[config.mk]
export PLATFORM = sky130hd
export DESIGN_NAME = audio_i2s_tx
export DESIGN_NICKNAME = d
export VERILOG_FILES = /design/src/rtl/audio_pkg.sv /design/src/rtl/audio_fifo.sv /design/src/rtl/audio_i2s_tx.sv
export SDC_FILE = /design/constraint.sdc
export NUM_CORES = 1
export LEC_CHECK = 0
export CORE_MARGIN = 2
export CORE_UTILIZATION = 27
export CTS_CLUSTER_SIZE = 20
export DETAILED_ROUTE_END_ITERATION = 16
export HOLD_SLACK_MARGIN = 0.15
export PLACE_DENSITY = 0.42
export RECOVER_POWER = 25
export SETUP_SLACK_MARGIN = 0.02
export SLEW_MARGIN = 30
export SYNTH_ARGS = -nofsm -noshare
export SYNTH_HDL_FRONTEND = slang
export SYNTH_SLANG_ARGS = --single-unit
export TNS_END_PERCENT = 20
[constraint.sdc]
create_clock -name clk -period 2.6 [get_ports clk]
set_input_delay 0.52 -clock clk [delete_from_list [all_inputs] [get_ports clk]]
set_output_delay 0.52 -clock clk [all_outputs]
set_load 0.01 [all_outputs]
[src/rtl/audio_pkg.sv]
// ============================================================================
// Module : audio_pkg
// Brief  : Shared constants and state type for the I2S audio transmitter.
// Rev    : 1.0  initial release
// ============================================================================
`default_nettype none

package audio_pkg;

    localparam int unsigned DATA_W     = 16;
    localparam int unsigned SLOT_BITS  = 32;
    localparam int unsigned FRAME_BITS = 64;
    localparam int unsigned SLOT_W     = $clog2(FRAME_BITS);
    localparam int unsigned SUB_W      = $clog2(SLOT_BITS);

    typedef enum logic [0:0] {
        IDLE = 1'b0,
        RUN  = 1'b1
    } tx_state_t;

endpackage

`default_nettype wire

[src/rtl/audio_fifo.sv]
// ============================================================================
// Module : audio_fifo
// Brief  : Synchronous single-clock FIFO with extra pointer bit for full/empty.
// Rev    : 1.0  initial release
// ============================================================================
`default_nettype none

module audio_fifo
    import audio_pkg::*;
#(
    parameter int unsigned WIDTH = 16,
    parameter int unsigned DEPTH = 4
) (
    input  logic             clk,
    input  logic             rst_n,
    input  logic             push,
    input  logic [WIDTH-1:0] din,
    input  logic             pop,
    output logic [WIDTH-1:0] dout,
    output logic             full,
    output logic             empty
);

    localparam int unsigned AW    = (DEPTH > 1) ? $clog2(DEPTH) : 1;
    localparam int unsigned PTR_W = AW + 1;

    logic [WIDTH-1:0] mem_q [DEPTH];
    logic [PTR_W-1:0] wr_ptr_q, wr_ptr_d;
    logic [PTR_W-1:0] rd_ptr_q, rd_ptr_d;
    logic             do_push;
    logic             do_pop;

    assign full    = (wr_ptr_q[AW] != rd_ptr_q[AW]) && (wr_ptr_q[AW-1:0] == rd_ptr_q[AW-1:0]);
    assign empty   = (wr_ptr_q == rd_ptr_q);
    assign do_push = push & ~full;
    assign do_pop  = pop & ~empty;
    assign dout    = mem_q[rd_ptr_q[AW-1:0]];

    always_comb begin
        wr_ptr_d = wr_ptr_q;
        rd_ptr_d = rd_ptr_q;
        if (do_push) begin
            wr_ptr_d = wr_ptr_q + PTR_W'(1);
        end
        if (do_pop) begin
            rd_ptr_d = rd_ptr_q + PTR_W'(1);
        end
    end

    always_ff @(posedge clk or negedge rst_n) begin
        if (!rst_n) begin
            wr_ptr_q <= '0;
            rd_ptr_q <= '0;
        end else begin
            wr_ptr_q <= wr_ptr_d;
            rd_ptr_q <= rd_ptr_d;
        end
    end

    // Storage needs no reset: empty pointers make stale contents unreachable.
    always_ff @(posedge clk) begin
        if (do_push) begin
            mem_q[wr_ptr_q[AW-1:0]] <= din;
        end
    end

endmodule

`default_nettype wire

[src/rtl/audio_i2s_tx.sv]
// ============================================================================
// Module : audio_i2s_tx
// Brief  : Buffers L/R sample streams and serializes paired frames to an I2S DAC.
// Rev    : 1.0  initial release
// ============================================================================
`default_nettype none

module audio_i2s_tx #(
    parameter int unsigned DATA_W     = 16,
    parameter int unsigned FIFO_DEPTH = 4,
    parameter int unsigned BCLK_HALF  = 8
) (
    input  logic              clk,
    input  logic              reset_n,
    input  logic              enable,
    input  logic [DATA_W-1:0] L_DATA,
    input  logic              L_VALID,
    output logic              L_READY,
    input  logic [DATA_W-1:0] R_DATA,
    input  logic              R_VALID,
    output logic              R_READY,
    output logic              AUD_BCLK,
    output logic              AUD_DACLRCK,
    output logic              AUD_DACDAT,
    output logic              underrun
);

    import audio_pkg::*;

    localparam int unsigned     DIV_W    = (BCLK_HALF > 1) ? $clog2(BCLK_HALF) : 1;
    localparam logic [DIV_W-1:0] DIV_LAST = DIV_W'(BCLK_HALF - 1);
    localparam logic [SLOT_W-1:0] SLOT_LAST = SLOT_W'(FRAME_BITS - 1);

    tx_state_t         state_q, state_d;
    logic              ready_en_q;
    logic [DIV_W-1:0]  div_q, div_d;
    logic [SLOT_W-1:0] slot_q, slot_d;
    logic              bclk_q, bclk_d;
    logic              lrck_q, lrck_d;
    logic              dat_q, dat_d;
    logic              und_q, und_d;
    logic [DATA_W-1:0] word_l_q, word_l_d;
    logic [DATA_W-1:0] word_r_q, word_r_d;

    logic              pop;
    logic              full_l, full_r, empty_l, empty_r;
    logic [DATA_W-1:0] dout_l, dout_r;
    logic              both_avail;

    // Sub-slot s carries bit DATA_W-s for s in 1..DATA_W: one-BCLK MSB delay, zero pad after.
    function automatic logic slot_bit(input logic [DATA_W-1:0] w, input logic [SUB_W-1:0] s);
        logic b;
        b = 1'b0;
        for (int i = 0; i < int'(DATA_W); i++) begin
            if (int'(s) == int'(DATA_W) - i) begin
                b = w[i];
            end
        end
        return b;
    endfunction

    assign L_READY    = ready_en_q & ~full_l;
    assign R_READY    = ready_en_q & ~full_r;
    assign both_avail = ~empty_l & ~empty_r;

    audio_fifo #(.WIDTH(DATA_W), .DEPTH(FIFO_DEPTH)) u_fifo_l (
        .clk   (clk),
        .rst_n (reset_n),
        .push  (L_VALID & L_READY),
        .din   (L_DATA),
        .pop   (pop),
        .dout  (dout_l),
        .full  (full_l),
        .empty (empty_l)
    );

    audio_fifo #(.WIDTH(DATA_W), .DEPTH(FIFO_DEPTH)) u_fifo_r (
        .clk   (clk),
        .rst_n (reset_n),
        .push  (R_VALID & R_READY),
        .din   (R_DATA),
        .pop   (pop),
        .dout  (dout_r),
        .full  (full_r),
        .empty (empty_r)
    );

    always_comb begin
        state_d  = state_q;
        div_d    = div_q;
        slot_d   = slot_q;
        bclk_d   = bclk_q;
        lrck_d   = lrck_q;
        dat_d    = dat_q;
        und_d    = 1'b0;
        word_l_d = word_l_q;
        word_r_d = word_r_q;
        pop      = 1'b0;

        case (state_q)
            IDLE: begin
                bclk_d = 1'b0;
                lrck_d = 1'b0;
                dat_d  = 1'b0;
                div_d  = '0;
                slot_d = '0;
                if (enable && both_avail) begin
                    pop      = 1'b1;
                    word_l_d = dout_l;
                    word_r_d = dout_r;
                    state_d  = RUN;
                end
            end
            RUN: begin
                if (div_q == DIV_LAST) begin
                    div_d  = '0;
                    bclk_d = ~bclk_q;
                    // Falling BCLK: advance slot and present its bit and word select.
                    if (bclk_q) begin
                        slot_d = slot_q + SLOT_W'(1);
                        lrck_d = slot_d[SLOT_W-1];
                        dat_d  = slot_bit(slot_d[SLOT_W-1] ? word_r_q : word_l_q,
                                          slot_d[SUB_W-1:0]);
                        if (slot_q == SLOT_LAST) begin
                            if (!enable) begin
                                state_d = IDLE;
                            end else if (both_avail) begin
                                pop      = 1'b1;
                                word_l_d = dout_l;
                                word_r_d = dout_r;
                            end else begin
                                // Lone samples stay queued so L/R remain paired.
                                word_l_d = '0;
                                word_r_d = '0;
                                und_d    = 1'b1;
                            end
                        end
                    end
                end else begin
                    div_d = div_q + DIV_W'(1);
                end
            end
            default: begin
                state_d = IDLE;
            end
        endcase
    end

    always_ff @(posedge clk or negedge reset_n) begin
        if (!reset_n) begin
            state_q    <= IDLE;
            ready_en_q <= 1'b0;
            div_q      <= '0;
            slot_q     <= '0;
            bclk_q     <= 1'b0;
            lrck_q     <= 1'b0;
            dat_q      <= 1'b0;
            und_q      <= 1'b0;
            word_l_q   <= '0;
            word_r_q   <= '0;
        end else begin
            state_q    <= state_d;
            ready_en_q <= 1'b1;
            div_q      <= div_d;
            slot_q     <= slot_d;
            bclk_q     <= bclk_d;
            lrck_q     <= lrck_d;
            dat_q      <= dat_d;
            und_q      <= und_d;
            word_l_q   <= word_l_d;
            word_r_q   <= word_r_d;
        end
    end

    assign AUD_BCLK    = bclk_q;
    assign AUD_DACLRCK = lrck_q;
    assign AUD_DACDAT  = dat_q;
    assign underrun    = und_q;

endmodule

`default_nettype wire

==> metrics, run 1 <==
status=complete, no violations; CP endpoint=L_READY; Worst Tran Pin Value=780 ps; Area Growth Syn to Fin=20.1%; mux cell area share after synthesis=11.3%; Seq/Total Area, Yosys=66.7%; drt total wl=15,800 um; internal power=6380 uW; WP data arrival=1960 ps; Final Hold Fails=0; synthesized area=7940 um^2; CTS Buf Count=17; Synth Area in Adders=2.68%; fraction of registers with async set/reset=31.2%; Synth Area in XOR/XNOR=2.32%; max-slew violations=0; FILL cells=2,848; syn nets=578; Slew headroom=48.0%; Initial Utilization=27.5%; Clock power frac=28.1%; dpl cells=946; final count of negative-setup-slack endpoints=0; cell count after synthesis=524; GPL Wtd Cong=0.793; Gate power share=28.7%; drt first pass iters=5; DRC viols=0; Synth Area in Compound Gates=5.34%; Synth warnings=0; row cnt=62; chip height=175 um; EDFF count, synth=128; RSZ-0062 raised after global routing=true; Final Instance Count excl. Fillers=979; largest net degree at the start of global routing=59; CP Capture Type=primary output; full die area=30,800 um^2; CTS tree=built; Synth Register Bits=186; post-synth cell types=53; syn avg cell area=15.2 um^2; crit-path max FO=6; overall power=9290 uW; power per cell area=974 nW/um^2; post-route worst setup slack=115 ps; Routed Antenna Nets=0; ys flop type=edfxtp_1; clk slew on worst S/H paths=70 ps; r2r setup slk=190 ps; setup TNS=0 ps; period utilisation layout=95.6%; Layout Nets=636; routed len/inst=16.1 um; CP Launch Type=register; via count=4,306; peak supply drop=466 uV; Flop pwr share=43.2%; clock buffer depth=2; setup slack at placement=80.5 ps; Iteration-0 DRC Markers=227; Core Footprint=28,900 um^2; Ports=43; layout cells sized above 1=18.5%; Worst Setup SP=u_fifo_l.wr_ptr_q[0]; crit path kind=register to primary output; sw power=2910 uW; Worst Clk Skew=7.58 ps; largest family of logic cells by synthesized area=multiplexers; hpwl dp=10,700 um; Hold Path Class=input pin to asynchronous set/reset pin; GRT overflow=0; Clock Latency Late Sink=430 ps; Leak=0.00352 uW; Worst R2R Start=slot_q[1]; WP data required=2080 ps; maximum clock frequency=402 MHz; initial antenna violation count=0; Maximum Capacitance Violations=0; number of global-route vias before repair=4,539; Total GRT Usage=10.9%; Port Buf Inserts=42; Sw Ratio=31.3%; worst r2r path cells=9; DR vias/cell=4.40; ant diodes=0; r2r endpoint=AUD_DACDAT; width of the die=175 um; Final min period=2480 ps; H-tree levels=4; # clock sinks=186; Synth Area in Simple Gates=9.22%; Root Buffer=clkbuf_16; first-pass GRT wire length=25,400 um
worst min path at each step:
stage,endpoint,start,cells past startpoint
5_1_grt,div_q[2],reset_n,2
3_5_place_dp,div_q[0],div_q[0],1
2_1_floorplan,AUD_BCLK,reset_n,0
3_3_place_gp,div_q[0],div_q[0],1
6_report,div_q[2],reset_n,2
4_1_cts,div_q[2],reset_n,2
per-stage QoR:
step                      hold WS, ps  instance area (um^2)  utilization (%)
after floorplan                   224                  7940                -
after global placement            420                  8900             30.9
after detailed placement          427                  8900             30.9
after CTS                         269                  9520             33.0
after global routing              319                  9540             33.1
final                             230                  9540             33.1
synthesized netlist by cell type, drive strengths merged (2+ instances only):
cell type,instances,area [um^2]
mux2i,14,140
nand2b,33,206
and2,14,87.6
a2bb2oi,2,17.5
a21boi,2,15.0
clkbuf,23,86.3
nand3,9,57.6
nor2b,2,12.5
xnor2,16,140
o21ai,40,200
edfxtp,128,3840
a31oi,3,18.8
nor3,4,20.0
o22ai,4,25.0
nor2,4,15.0
a21oi,2,10.0
mux4,32,721
xor2,5,43.8
and3,9,56.3
mux2,3,37.5
inv,14,52.6
nand2,55,206
nor4,2,12.5
dfrtp,58,1450
ha,17,213
buf,7,51.3
sequential cells by signal, summed over array words and instances (netlist names), 3 cells and up:
register	count
u_fifo_l.mem_q	64
u_fifo_r.mem_q	64
word_l_q	16
word_r_q	16
slot_q	6
div_q	3
u_fifo_l.rd_ptr_q	3
u_fifo_l.wr_ptr_q	3
u_fifo_r.rd_ptr_q	3
u_fifo_r.wr_ptr_q	3
worst max-delay path, stage by stage (launching register included):
cell and delay, ps:
dfrtp_1 450, xnor2_1 170, a31oi_2 310, clkdlybuf4s50_1 600
logic make-up after synthesis:
kind of cell,count (synthesis)
compound gates,67
xor+xnor,21
fa+ha+maj,17
buf+inv,44
flops,186
mux,49
other cells,1
simple gates,139
layout make-up:
class / instances / area [um^2] / area share, %
well taps: 384 / 480 / 5.04
flip-flops and latches: 186 / 5300 / 55.5
repair buffers: 69 / 618 / 6.48
multi-input cells: 294 / 2480 / 26.0
inverters: 14 / 52.6 / 0.551
clock inverters: 15 / 180 / 1.89
clock buffers: 17 / 425 / 4.46
cells in the final DEF (no fill, tap or decap), types with 2 or more instances in the layout:
master | synthesis | layout
clkinv_4 | 0 | 5
nor3_1 | 4 | 4
clkdlybuf4s50_1 | 0 | 16
mux4_2 | 32 | 32
nand3_1 | 8 | 8
inv_8 | 0 | 5
a21boi_0 | 2 | 2
clkinv_8 | 0 | 2
mux2i_1 | 14 | 14
o21ai_0 | 38 | 37
buf_4 | 0 | 27
xor2_1 | 5 | 5
o22ai_1 | 4 | 4
dlygate4sd3_1 | 0 | 25
dfrtp_2 | 0 | 2
a21oi_1 | 2 | 2
clkbuf_16 | 0 | 17
nor2b_1 | 2 | 2
nand2_1 | 55 | 54
and2_1 | 14 | 14
a31oi_2 | 0 | 2
inv_6 | 0 | 2
dfrtp_1 | 58 | 56
nand2b_1 | 33 | 33
edfxtp_1 | 128 | 128
inv_1 | 14 | 14
ha_1 | 17 | 17
a2bb2oi_1 | 2 | 2
and3_1 | 9 | 9
nor4_1 | 2 | 2
xnor2_1 | 16 | 16
nor2_1 | 4 | 4
mux2_2 | 2 | 2
routing by layer:
metal / GRT usage (%) / up-vias / wire length, um
met5: 0 / - / 0
li1: - / 2052 / -
met3: 2.32 / 8 / 384
met4: 3.31 / 0 / 145
met1: 14.0 / 2182 / 7200
met2: 18.4 / 64 / 8060
power groups by stage:
stage / clock network (uW) / registers (uW) / logic, uW
after floorplan: 0 / 3980 / 1910
final: 2610 / 4020 / 2660
after global placement: 0 / 4070 / 2700
after global routing: 2820 / 4090 / 3020
after detailed placement: 0 / 4090 / 2720
after CTS: 2700 / 4030 / 2750
timing repair:
| action | 4_1_cts | 5_1_grt |
|---|---|---|
| endpoints found under the setup margin | 2 | 3 |
| resized for setup | 2 | 5 |
| hold endpoints to repair | 0 | 0 |
| hold buffers | 0 | 0 |
| buffers inserted | 0 | 1 |
| pin swaps | 0 | 1 |
Power figures use the tool's default switching activity.
==> run 2, diff against run 1 <==
Settings changed: CTS_BUF_LIST set to sky130_fd_sc_hd__clkbuf_8, GPL_ROUTABILITY_DRIVEN set to 0, MAX_ROUTING_LAYER set to met4.
==> run 2 against run 1 <==
  * Worst hold slack worse by 38 ps
  * First-iteration DRC count is 19% higher
  * Largest power group unchanged
  * Critical path depth is 6 higher
  * Maximum frequency is 3.6% higher
  * Critical endpoint is now AUD_DACDAT
==> metrics, run 2 (synthesis results as in run 1) <==
CTS Buf Count=17; width of the die=175 um; period utilisation layout=92.2%; ant diodes=0; routing usage on met2=18.4%; Leak=0.00345 uW; commonest non-fill, non-tap cell in the layout=edfxtp_1; status=complete, no violations; DRC viols=0; max-slew violations=0; initial antenna violation count=0; setup slack at placement=80.5 ps; CTS hold repair buffers=0; post-route worst setup slack=202 ps; drt total wl=15,700 um; GRT overflow=0; Core Footprint=28,900 um^2; CP Launch Type=register; Ports=43; clock buffer depth=2; crit-path cells=ha_1 > or3b_2 > o31ai_1 > and2_1 > and4_1 > a221oi_1 > o211a_1 > a211oi_2 > o21ai_1; chip height=175 um; Routed Antenna Nets=0; largest net degree at the start of global routing=59; DR vias/cell=4.40; Slew headroom=48.4%; Critical Path Max Stage Delay=460 ps; RSZ-0062 raised after global routing=false; setup TNS=0 ps; first-pass GRT wire length=25,400 um; Initial Utilization=27.5%; Root Buffer=clkbuf_8; # clock sinks=186; power per cell area=924 nW/um^2; via count=4,309; Total GRT Usage=11.2%; CP Capture Type=register; row cnt=62; clk slew on worst S/H paths=100 ps; met3 usage=2.29%; overall power=8640 uW; Hold Path Class=input pin to asynchronous set/reset pin; stages on the worst setup path=9; Final min period=2400 ps; Area Growth Syn to Fin=17.9%; busiest grt layer=met2; Top delay family on crit path=simple AND/OR/NAND/NOR gates; Worst Clk Skew=11.2 ps; Worst Tran Pin Value=774 ps; worst r2r path cells=9; H-tree levels=4; crit path kind=register to register; full die area=30,800 um^2; WP data required=2940 ps; number of global-route vias before repair=4,540; Port Buf Inserts=42; layout cells sized above 1=18.6%; Final Hold Fails=0; slowest CP cell=dfrtp_2; commonest non-fill, non-tap cells in the layout=128 x edfxtp_1, 56 x dfrtp_1, 54 x nand2_1, 37 x o21ai_0, 33 x nand2b_1; final count of negative-setup-slack endpoints=0; CTS tree=built; routed len/inst=16.1 um; Iteration-0 DRC Markers=271; hpwl dp=10,700 um; crit path buf inv count=0; Maximum Capacitance Violations=0; Clock Latency Late Sink=460 ps; crit-path max FO=10; drt first pass iters=4; Layout Nets=637; peak supply drop=299 uV; met1 GRT Util=14.0%; maximum clock frequency=417 MHz; WP data arrival=2740 ps
## run 2: layout make-up
cell class	instances	area, um^2
Clock buffer	17	234
Multi-Input combinational cell	294	2480
Inverter	14	52.6
Timing Repair Buffer	70	628
Clock inverter	15	180
Fill cell	2870	19500
Sequential cell	186	5300
Tap cell	384	480
## run 2: path summary, 6_finish.rpt
kind,start,slack [ps],end
max reg2reg,slot_q[1],200,AUD_DACDAT
min in group clk,div_q[0],440,div_q[0]
max,slot_q[1],200,AUD_DACDAT
min reg2reg,div_q[0],440,div_q[0]
max in group asynchronous,reset_n,1860,slot_q[1]
min,reset_n,190,AUD_BCLK
## run 2: repair_timing
action	4_1_cts	5_1_grt
endpoints found under the setup margin	2	2
pin swaps	1	1
setup buffers	1	1
gates resized for setup	2	6
## run 2: per-stage QoR
step	hold WS, ps	instances	utilization (%)	instance area, um^2
floorplan	224	524	-	7940
global placement	420	946	30.9	8900
detailed placement	427	946	30.9	8900
CTS	221	979	32.4	9340
global route	267	980	32.4	9360
finish	191	980	32.4	9360
## run 2: routing by layer
| layer | vias to the layer above | wire (um) | share of wire [%] |
|---|---|---|---|
| met5 | - | 0 | 0 |
| met2 | 64 | 7920 | 50 |
| met4 | 0 | 211 | 1.3 |
| met1 | 2177 | 7210 | 46 |
| met3 | 13 | 385 | 2.4 |
| li1 | 2055 | - | - |
## run 2: where the power goes
group | total (uW) | internal (uW) | switching (uW)
logic | 2670 | 1290 | 1380
registers | 4010 | 3710 | 301
clock network | 1960 | 819 | 1150
==> run 3, diff against run 2 <==
Settings changed: GPL_TIMING_DRIVEN set to 0, RECOVER_POWER 25 to 50.
==> run 3 against run 2 <==
  * Sequential share of layout area decreased by 0.47 points
  * Final cell count increased by 1.1%
  * Die area unchanged
  * Register-to-register slack got worse by 60 ps
  * First-iteration DRC count decreased by 1.1%
  * Maximum frequency decreased by 2.6%
  * Core utilization increased by 0.29 points
  * Design area increased by 0.88%
  * Critical path depth increased by 1
  * Worst hold slack improved by 250 ps
  * Critical endpoint unchanged
  * Largest power group unchanged
  * Highest routed layer unchanged
==> metrics, run 3 (synthesis results as in run 1) <==
crit-path max FO=5; drt first pass iters=4; Leak=0.00344 uW; FILL cells=2,876; setup slack at placement=-568 ps; Final Util=32.7%; Iteration-0 DRC Markers=268; CTS Buf Count=17; initial antenna violation count=0; ant diodes=0; Worst Tran Pin Value=1210 ps; Layout Nets=648; DRC viols=0; Final Instance Count excl. Fillers=991; layout cells sized above 1=20.1%; peak supply drop=321 uV; Maximum Capacitance Violations=0; first-pass GRT wire length=25,900 um; GRT overflow=0; setup TNS=0 ps; Area Growth Syn to Fin=18.9%; Slew headroom=19.2%; RSZ-0062 raised after global routing=false; Total GRT Usage=11.4%; drt total wl=16,100 um; Root Buffer=clkbuf_8; width of the die=175 um; hold_ws=438 ps; maximum clock frequency=406 MHz; clock buffer depth=2; CTS tree=built; DR vias/cell=4.34; routed len/inst=16.3 um; crit path kind=register to register; commonest non-fill, non-tap cell in the layout=edfxtp_1; Final Hold Fails=0; period utilisation layout=94.7%; CP Launch Type=register; Core Footprint=28,900 um^2; Worst Clk Skew=21.2 ps; dpl cells=951; Worst R2R Start=slot_q[4]; CP Capture Type=register; worst r2r path cells=10; max-slew violations=0; chip height=175 um; full die area=30,800 um^2; Clock Latency Late Sink=460 ps; r2r setup slk=140 ps; r2r endpoint=AUD_DACDAT; status=complete, no violations; post-route worst setup slack=139 ps; WP data required=2940 ps; Routed Antenna Nets=0; row cnt=62; final count of negative-setup-slack endpoints=0; Final min period=2460 ps; Worst Setup SP=slot_q[4]; H-tree levels=4; via count=4,304; number of global-route vias before repair=4,708; HP Start=div_q[0]; largest net degree at the start of global routing=39; Ports=43; hpwl dp=11,300 um; CP endpoint=AUD_DACDAT; Hold Path Class=register to register; clk slew on worst S/H paths=100 ps; Port Buf Inserts=42; Initial Utilization=27.5%; WP data arrival=2800 ps; # clock sinks=186; commonest non-fill, non-tap cells in the layout=128 x edfxtp_1, 54 x dfrtp_1, 54 x nand2_1, 37 x o21ai_0; power per cell area=920 nW/um^2
## run 3: changes by cell type in the layout (fill, tap and decap cells not counted), sizes merged, moves of 2 or more
| cell | before | now |
|---|---|---|
| clkdlybuf4s50 | 16 | 7 |
| buf | 29 | 14 |
| clkbuf | 17 | 42 |
| dlygate4sd2 | 0 | 2 |
| dlygate4sd3 | 24 | 33 |
## run 3: power by group
| group | internal [uW] | switching [uW] |
|---|---|---|
| clock | 732 | 1160 |
| combinational | 1320 | 1470 |
| sequential | 3720 | 288 |
| total | 5770 | 2920 |
## run 3: final cells by class
cell class	instances	area, um^2	share of cell area [%]
multi-input combinational	294	2540	26.9
buffer	28	161	1.71
tap	384	480	5.09
sequential	186	5300	56.1
inverter	14	52.6	0.557
clock inverter	15	168	1.78
timing repair buffer	53	507	5.37
clock buffer	17	234	2.48
## run 3: worst min-delay path by stage
stage | endpoint | slack [ps] | cells past startpoint
floorplan | AUD_BCLK | 220 | 0
global placement | div_q[0] | 420 | 1
detailed placement | AUD_BCLK | 430 | 1
CTS | div_q[0] | 450 | 1
global route | div_q[0] | 490 | 1
finish | div_q[0] | 440 | 1
## run 3: critical path, cell delays in order (launching register included)
cell	delay, ps
dfrtp_1	360
buf_6	110
nand3_4	90
or3_4	380
and2_1	170
buf_6	130
mux2_4	310
a311oi_4	310
o32ai_2	120
a211oi_2	290
o21ai_1	80
## run 3: metrics by stage
stage,power [uW],area [um^2]
after global placement,6730,8840
after floorplan,5890,7940
after CTS,8770,9330
final,8690,9440
after global routing,9330,9440
after detailed placement,6800,8860
## run 3: layer usage
metal,part of all wire [%],GRT usage [%],vias up
met5,0,-,-
met4,1.1,3.31,0
met3,2.3,2.08,8
met2,51,18.8,38
met1,45,14.4,2179
li1,-,-,2079
## run 3: what timing repair did
action / in CTS / in global routing
endpoints found under the setup margin: 138 / 39
hold endpoints to repair: 20 / 0
pin swaps: 2 / 4
gates resized for setup: 21 / 22
hold buffers: 1 / 0
buffers inserted: 2 / 7
